[src/rtl/ifetch_queue_stage.sv]
// ifetch_queue_stage
//   Instruction-fetch stage with a decoupled imem interface and a fetch buffer.
//   Sequential PCs are issued to imem with up to MAX_OUTSTANDING requests in
//   flight. In-order responses are paired with their issued PC and queued in a
//   FIFO_DEPTH-entry buffer that feeds decode over a valid/ready handshake.
//   A redirect empties the buffer, marks every in-flight response for
//   discard and restarts fetch at the (word-aligned) target.
//
// Ports
//   clk_i, rst_i        clock (rising edge), asynchronous active-high reset
//   imem_req_v_o        request valid
//   imem_req_ready_i    imem accepts the request this cycle
//   imem_addr_o         request address (current fetch PC)
//   imem_resp_v_i       response valid, responses return in request order
//   imem_data_i         response instruction word
//   ir_v_o              buffered instruction available to decode
//   ir_ready_i          decode accepts the head instruction
//   ir_o, pc_o          head instruction and its PC (0 when buffer empty)
//   br_v_i, br_tgt_i    redirect request and target (bits [1:0] ignored)
module ifetch_queue_stage #(
    parameter int unsigned     XLEN            = 32,
    parameter int unsigned     FIFO_DEPTH      = 4,
    parameter int unsigned     MAX_OUTSTANDING = 2,
    parameter logic [XLEN-1:0] RESET_PC        = '0
) (
    input  logic            clk_i,
    input  logic            rst_i,
    output logic            imem_req_v_o,
    input  logic            imem_req_ready_i,
    output logic [XLEN-1:0] imem_addr_o,
    input  logic            imem_resp_v_i,
    input  logic [XLEN-1:0] imem_data_i,
    output logic            ir_v_o,
    input  logic            ir_ready_i,
    output logic [XLEN-1:0] ir_o,
    output logic [XLEN-1:0] pc_o,
    input  logic            br_v_i,
    input  logic [XLEN-1:0] br_tgt_i
);

    localparam int unsigned CW = $clog2(FIFO_DEPTH + 1);
    localparam int unsigned AW = $clog2(FIFO_DEPTH);
    localparam int unsigned TW = (MAX_OUTSTANDING > 1) ? $clog2(MAX_OUTSTANDING) : 1;

    localparam logic [CW-1:0] MAX_OUT   = CW'(MAX_OUTSTANDING);
    localparam logic [CW:0]   DEPTH_SUM = (CW+1)'(FIFO_DEPTH);
    localparam logic [TW-1:0] TAG_LAST  = TW'(MAX_OUTSTANDING - 1);

    // Fetch PC and issued-PC tag queue (one tag per in-flight request)
    logic [XLEN-1:0] pc_q;
    logic [XLEN-1:0] tag_mem [MAX_OUTSTANDING];
    logic [TW-1:0]   tag_wr_q;
    logic [TW-1:0]   tag_rd_q;

    // In-flight request count and number of responses still to be discarded
    logic [CW-1:0]   out_q;
    logic [CW-1:0]   drop_q;

    // Fetch buffer
    logic [XLEN-1:0] f_pc_mem [FIFO_DEPTH];
    logic [XLEN-1:0] f_ir_mem [FIFO_DEPTH];
    logic [AW-1:0]   f_wr_q;
    logic [AW-1:0]   f_rd_q;
    logic [CW-1:0]   fcnt_q;

    logic            issue_ok;
    logic            issue;
    logic            resp;
    logic            push;
    logic            pop;
    logic [CW-1:0]   out_after_resp;
    logic [CW:0]     credit_sum;
    logic            unused_tgt_bits;

    function automatic logic [TW-1:0] tag_inc(input logic [TW-1:0] p);
        return (p == TAG_LAST) ? '0 : p + TW'(1);
    endfunction

    // Credit check counts in-flight requests against free buffer slots, so
    // every response is guaranteed a slot and the buffer cannot overflow.
    assign credit_sum     = {1'b0, out_q} + {1'b0, fcnt_q};
    assign issue_ok       = !br_v_i && (out_q < MAX_OUT) && (credit_sum < DEPTH_SUM);
    assign imem_req_v_o   = !rst_i && issue_ok;
    assign issue          = imem_req_v_o && imem_req_ready_i;

    // A response with nothing outstanding is a protocol error and is ignored
    assign resp           = imem_resp_v_i && (out_q != '0);
    assign push           = resp && (drop_q == '0) && !br_v_i;
    assign pop            = ir_v_o && ir_ready_i;
    assign out_after_resp = out_q - CW'(resp);

    assign imem_addr_o    = pc_q;
    assign ir_v_o         = (fcnt_q != '0);
    assign ir_o           = ir_v_o ? f_ir_mem[f_rd_q] : '0;
    assign pc_o           = ir_v_o ? f_pc_mem[f_rd_q] : '0;

    assign unused_tgt_bits = ^br_tgt_i[1:0];

    always_ff @(posedge clk_i or posedge rst_i) begin
        if (rst_i) begin
            pc_q     <= RESET_PC;
            tag_wr_q <= '0;
            tag_rd_q <= '0;
            out_q    <= '0;
            drop_q   <= '0;
            f_wr_q   <= '0;
            f_rd_q   <= '0;
            fcnt_q   <= '0;
        end else begin
            out_q <= out_after_resp + CW'(issue);
            if (issue) begin
                tag_wr_q <= tag_inc(tag_wr_q);
            end
            if (resp) begin
                tag_rd_q <= tag_inc(tag_rd_q);
            end
            if (br_v_i) begin
                // Everything still in flight after this cycle's response
                // belongs to the old stream; a same-cycle response is already
                // excluded from out_after_resp and never pushed.
                pc_q   <= {br_tgt_i[XLEN-1:2], 2'b00};
                drop_q <= out_after_resp;
                f_wr_q <= '0;
                f_rd_q <= '0;
                fcnt_q <= '0;
            end else begin
                if (issue) begin
                    pc_q <= pc_q + XLEN'(4);
                end
                if (resp && (drop_q != '0)) begin
                    drop_q <= drop_q - CW'(1);
                end
                if (push) begin
                    f_wr_q <= f_wr_q + AW'(1);
                end
                if (pop) begin
                    f_rd_q <= f_rd_q + AW'(1);
                end
                fcnt_q <= fcnt_q + CW'(push) - CW'(pop);
            end
        end
    end

    // Storage arrays need no reset: contents are only observed through
    // occupancy-qualified outputs.
    always_ff @(posedge clk_i) begin
        if (issue) begin
            tag_mem[tag_wr_q] <= pc_q;
        end
        if (push) begin
            f_pc_mem[f_wr_q] <= tag_mem[tag_rd_q];
            f_ir_mem[f_wr_q] <= imem_data_i;
        end
    end

endmodule

[config.mk]
export PLATFORM = sky130hd
export DESIGN_NAME = ifetch_queue_stage
export DESIGN_NICKNAME = d
export VERILOG_FILES = /design/src/rtl/ifetch_queue_stage.sv
export SDC_FILE = /design/constraint.sdc
export NUM_CORES = 1
export LEC_CHECK = 0
export CAP_MARGIN = 40
export CORE_UTILIZATION = 60
export CTS_CLUSTER_DIAMETER = 30
export DETAILED_ROUTE_END_ITERATION = 8
export MAX_ROUTING_LAYER = met4
export PLACE_DENSITY = 0.89
export SYNTH_ARGS = -nofsm -noshare
export SYNTH_HDL_FRONTEND = slang
export SYNTH_SLANG_ARGS = --single-unit
[constraint.sdc]
create_clock -name clk_i -period 7.8 [get_ports clk_i]
set_input_delay 1.56 -clock clk_i [delete_from_list [all_inputs] [get_ports clk_i]]
set_output_delay 1.56 -clock clk_i [all_outputs]
set_load 0.1 [all_outputs]
---- After elaboration in Yosys (flattened, before gate mapping) ----
Memory sizes are Yosys's and may differ from the RTL's.
Cells that the tools add are included.
operators by class
  $add $sub $neg .......................... 11
  multipliers ............................. 0
  div/mod/pow operators ................... 0
  $lt $le $gt $ge ......................... 2
  eq/ne operators ......................... 0
  shift operators ......................... 0
  muxes and demuxes ....................... 17
  bitwise logic cells ..................... 0
  reductions and logical operators ........ 19
operators with widths
  cell                     count
  $mux W32                 4
  $add A32 B3 Y32 const B  1
  $logic_and A1 B1 Y1      9
  $mux W3                  3
  $reduce_bool A3 Y1       3
  $mux W2                  4
  $reduce_bool A2 Y1       4
  $add A3 B1 Y3            2
  $mux W1                  6
  $sub A3 B1 Y3            2
  $add A2 B1 Y2 const B    2
  $add A3 B3 Y4            1
  $lt A4 B3 Y1 const B     1
  $logic_not A3 Y1         1
  $lt A3 B2 Y1 const B     1
  $sub A3 B1 Y3 const B    1
  $add A1 B1 Y1 const B    2
  $logic_not A1 Y1         2
word-level totals
  register bits after elaboration ......... 47
  bits in latches ......................... 0
  memory bits (writable) .................. 320
  bits in read-only memories .............. 0
  input bits .............................. 70
  word-level logic and storage cells ...... 60
  memories kept ........................... 3
memories
  name      words  width  rd ports  clocked after Yosys merged registers in  wr ports  RTL line  source
  f_ir_mem  4      32     1         0                                        1         61        logic [XLEN-1:0] f_ir_mem [FIFO_DEPTH];
  f_pc_mem  4      32     1         0                                        1         60        logic [XLEN-1:0] f_pc_mem [FIFO_DEPTH];
  tag_mem   2      32     1         0                                        1         51        logic [XLEN-1:0] tag_mem [MAX_OUTSTANDING];

---- Longest topological paths before layout ----
  depth after elaboration ................. 7
  mapped depth ............................ 12
  gate-level depth less buffers ........... 12

---- Least setup slack after synthesis ----
Ideal clock, no wire load.
  path kind ............................... input to output
  from .................................... in br_v_i
  to ...................................... out imem_req_v_o
  arrival ................................. 4.168 ns
  slack ................................... 2.072 ns
  cell stages on the path ................. 3
  path buffers ............................ 1
  path through ............................ clkbuf_1 -> a311o_1 -> nor3_1
between the ends
  word-level cells in the longest chain between the ends .. 4
RTL lines
  what                               RTL line  source
  start: declaration                 37        input logic br_v_i,
  $logic_not A1 Y1                   82        assign issue_ok = !br_v_i && (out_q < MAX_OUT) && (credit_sum < DEPTH_SUM);
  $logic_and A1 B1 Y1 (2 in series)  82
  $logic_and A1 B1 Y1                83        assign imem_req_v_o = !rst_i && issue_ok;
  end: declaration                   28        output logic imem_req_v_o,
No other way between the ends.

---- Final worst setup path ----
Same ends and word-level chain as after synthesis.

==> results.json <==
{
  "gp_congestion": 0.878,
  "power_mw": 8.26,
  "grt_pass1_vias": 9516,
  "setup_tns_ps": 0,
  "timing_hold_violations_final": 0,
  "status": "completed",
  "core_sq_mm": 0.0235,
  "final_common_cell": "edfxtp_1",
  "p_leak_nw": 6.99,
  "diodes": 0,
  "wl_microns": 35700,
  "synth_area_sq_mm": 0.0144,
  "report.final.slew_viol_count": 0,
  "worstPathMaxFanout": 7,
  "timing.final.crit_share": 0.644,
  "overflow": 0,
  "max_cap_violations": 0,
  "peakVddDrop_mv": 0.279,
  "synthCells": 816,
  "track_usage": 0.307,
  "hold_class": "reg -> reg",
  "fp.dieArea_sq_mm": 0.0247,
  "cp.arrival_ps": 3460,
  "initial_core_util": 0.613,
  "path_class": "in -> out",
  "final_util": 0.854,
  "hpwl_microns": 19600,
  "vias_per_cell": 6.16,
  "endpoint_kind": "primary output",
  "routedWlPerCell_microns": 24.3,
  "finalCriticalPeriod_ps": 5020,
  "clk_path_buf_depth": 3,
  "drt-pass1-iter-count": 6,
  "grt_max_degree": 66,
  "worstSkewPairLatency_ps": 550,
  "yosys_warnings": 0,
  "fin_cells": 1466,
  "synth_edf_count": 308,
  "ios": 168,
  "max_freq_mhz": 199,
  "ctsHoldBuffers": 0,
  "ys_seq_area_frac": 0.718,
  "cts.htree.levels": 2,
  "cts_resized": 0,
  "clock_sinks": 353,
  "place_inst": 1363,
  "cts_root_buf": "clkbuf_16",
  "fin_worst_skew_ps": 22.9,
  "ys_types": 49,
  "setup_viol": 0,
  "die_y_microns": 157,
  "drt_iter0_drc": 1012,
  "layout.nets": 1187,
  "syn_to_final_growth_pct": 39.2,
  "grt_first_pass_wirelength_microns": 54000,
  "clk_pin_slew_worst_paths_ps": 50,
  "critical_path_required_ps": 6240,
  "die_w_microns": 157,
  "cts_tree": "built",
  "synth_area_per_cell_sq_um": 17.7,
  "rsz0062_at_grt": "false",
  "final_layout_size_suffix_gt1_frac": 0.269,
  "crit_path_start_kind": "input pin",
  "yosys_register_bits": 353,
  "antenna_found_initial": 0,
  "vias": 9033,
  "cts_buffers": 55,
  "worst_pin_slew_ps": 805,
  "port_buffers": 161,
  "powerDensity_mw_per_mm2": 411,
  "ys_async_sr_fraction": 0.127,
  "relSlewSlack": 0.459,
  "final_antenna_net_count": 0,
  "holdWs_ps": 522,
  "cts_setup_buffers": 0,
  "fp-row-count": 56,
  "drc_errors": 0,
  "final_cell_mix": "edfxtp_1 (308), clkdlybuf4s50_1 (161), buf_8 (78), and2_1 (66), mux4_2 (62)",
  "synth_flop_cell": "edfxtp_1"
}
-- logic make-up after synthesis --
group	count (synthesis)	share of synthesized area
DFF	353	0.718
and+or+nand+nor	210	0.0854
muxes	97	0.124
AOI/OAI and AO/OA	63	0.0320
buffers and inverters	63	0.0180
adders and majority gates	16	0.0144
xor gates and xnor gates	13	0.00788
other	1	0.000260
-- routing by layer --
metal  wire (microns)  track usage  vias to the layer above
met5                0            -                        -
met2            17900        0.505                      586
met4             1050        0.105                        0
met1            13600        0.387                     4506
met3             3100       0.0592                       98
li1                 -            -                     3843
-- path summary, 6_finish.rpt --
check | startpoint | to | slack [ps] | depth (start not counted)
setup / recovery | br_v_i | imem_req_v_o | 2780 | 5
hold / removal | tag_rd_q | tag_rd_q | 520 | 1
setup reg to reg | fcnt_q[1] | tag_mem[1][5] | 4670 | 6
hold reg to reg | tag_rd_q | tag_rd_q | 520 | 1
max in group asynchronous | rst_i | f_rd_q[0] | 5400 | 3
min in group asynchronous | rst_i | imem_addr_o[14] | 1510 | 2
-- critical path, stage by stage --
cell,delay [ps]
clkdlybuf4s50_1,460
a311o_1,400
nor3_1,270
clkdlybuf4s50_1,570
buf_8,200
-- power by group --
part           internal, mW  switching (mW)
Clock                  1.70           0.887
Sequential             2.20           0.131
Combinational          1.31            2.04
Total                  5.20            3.05
-- stage by stage --
step | setup slack (ps) | cell area (sq um)
global placement | 2380 | 16400
detailed placement | 2830 | 18100
floorplan | 2070 | 14500
CTS | 2790 | 20100
global route | 2730 | 20100
finish | 2780 | 20100
-- registers in the layout, summed over array words and instances (netlist names) --
signal / cells
f_ir_mem: 128
f_pc_mem: 120
tag_mem: 60
imem_addr_o: 30
drop_q: 3
fcnt_q: 3
out_q: 3
f_rd_q: 2
f_wr_q: 2
tag_rd_q: 1
tag_wr_q: 1
-- area by class of cell --
cell class / instances / area, sq um
repair buffers: 270 / 3440
inverters: 18 / 67.6
clock inverters: 39 / 509
clock buffers: 64 / 1470
multi-input cells: 403 / 3830
fillers: 945 / 3450
flip-flops and latches: 353 / 10400
well taps: 319 / 399
-- cells in the mapped netlist, drive strengths merged, types with 2 or more instances --
cell,instances,area [sq um]
or3,6,37.5
o21ai,9,45.0
nand3,29,145
inv,18,67.6
dfrtp,45,1130
ha,15,188
xor2,2,17.5
edfxtp,308,9250
nand4,10,77.6
or4,16,120
xnor2,11,96.3
nand2,26,97.6
and4,7,61.3
mux4,62,1400
a22oi,7,52.6
o311ai,5,43.8
nor2b,2,12.5
buf,17,87.6
clkbuf,28,105
a21oi,4,20.0
or4b,4,40.0
nor4,12,75.1
nor2,18,67.6
o31ai,3,22.5
o211ai,13,97.6
nor3,5,25.0
and2,70,438
a221o,5,50.1
mux2,30,338
a31oi,7,43.8
o21bai,2,15.0
a211o,2,17.5
nand2b,2,12.5
mux2i,5,50.1
Note: power is estimated with default switching activity, not from simulation.
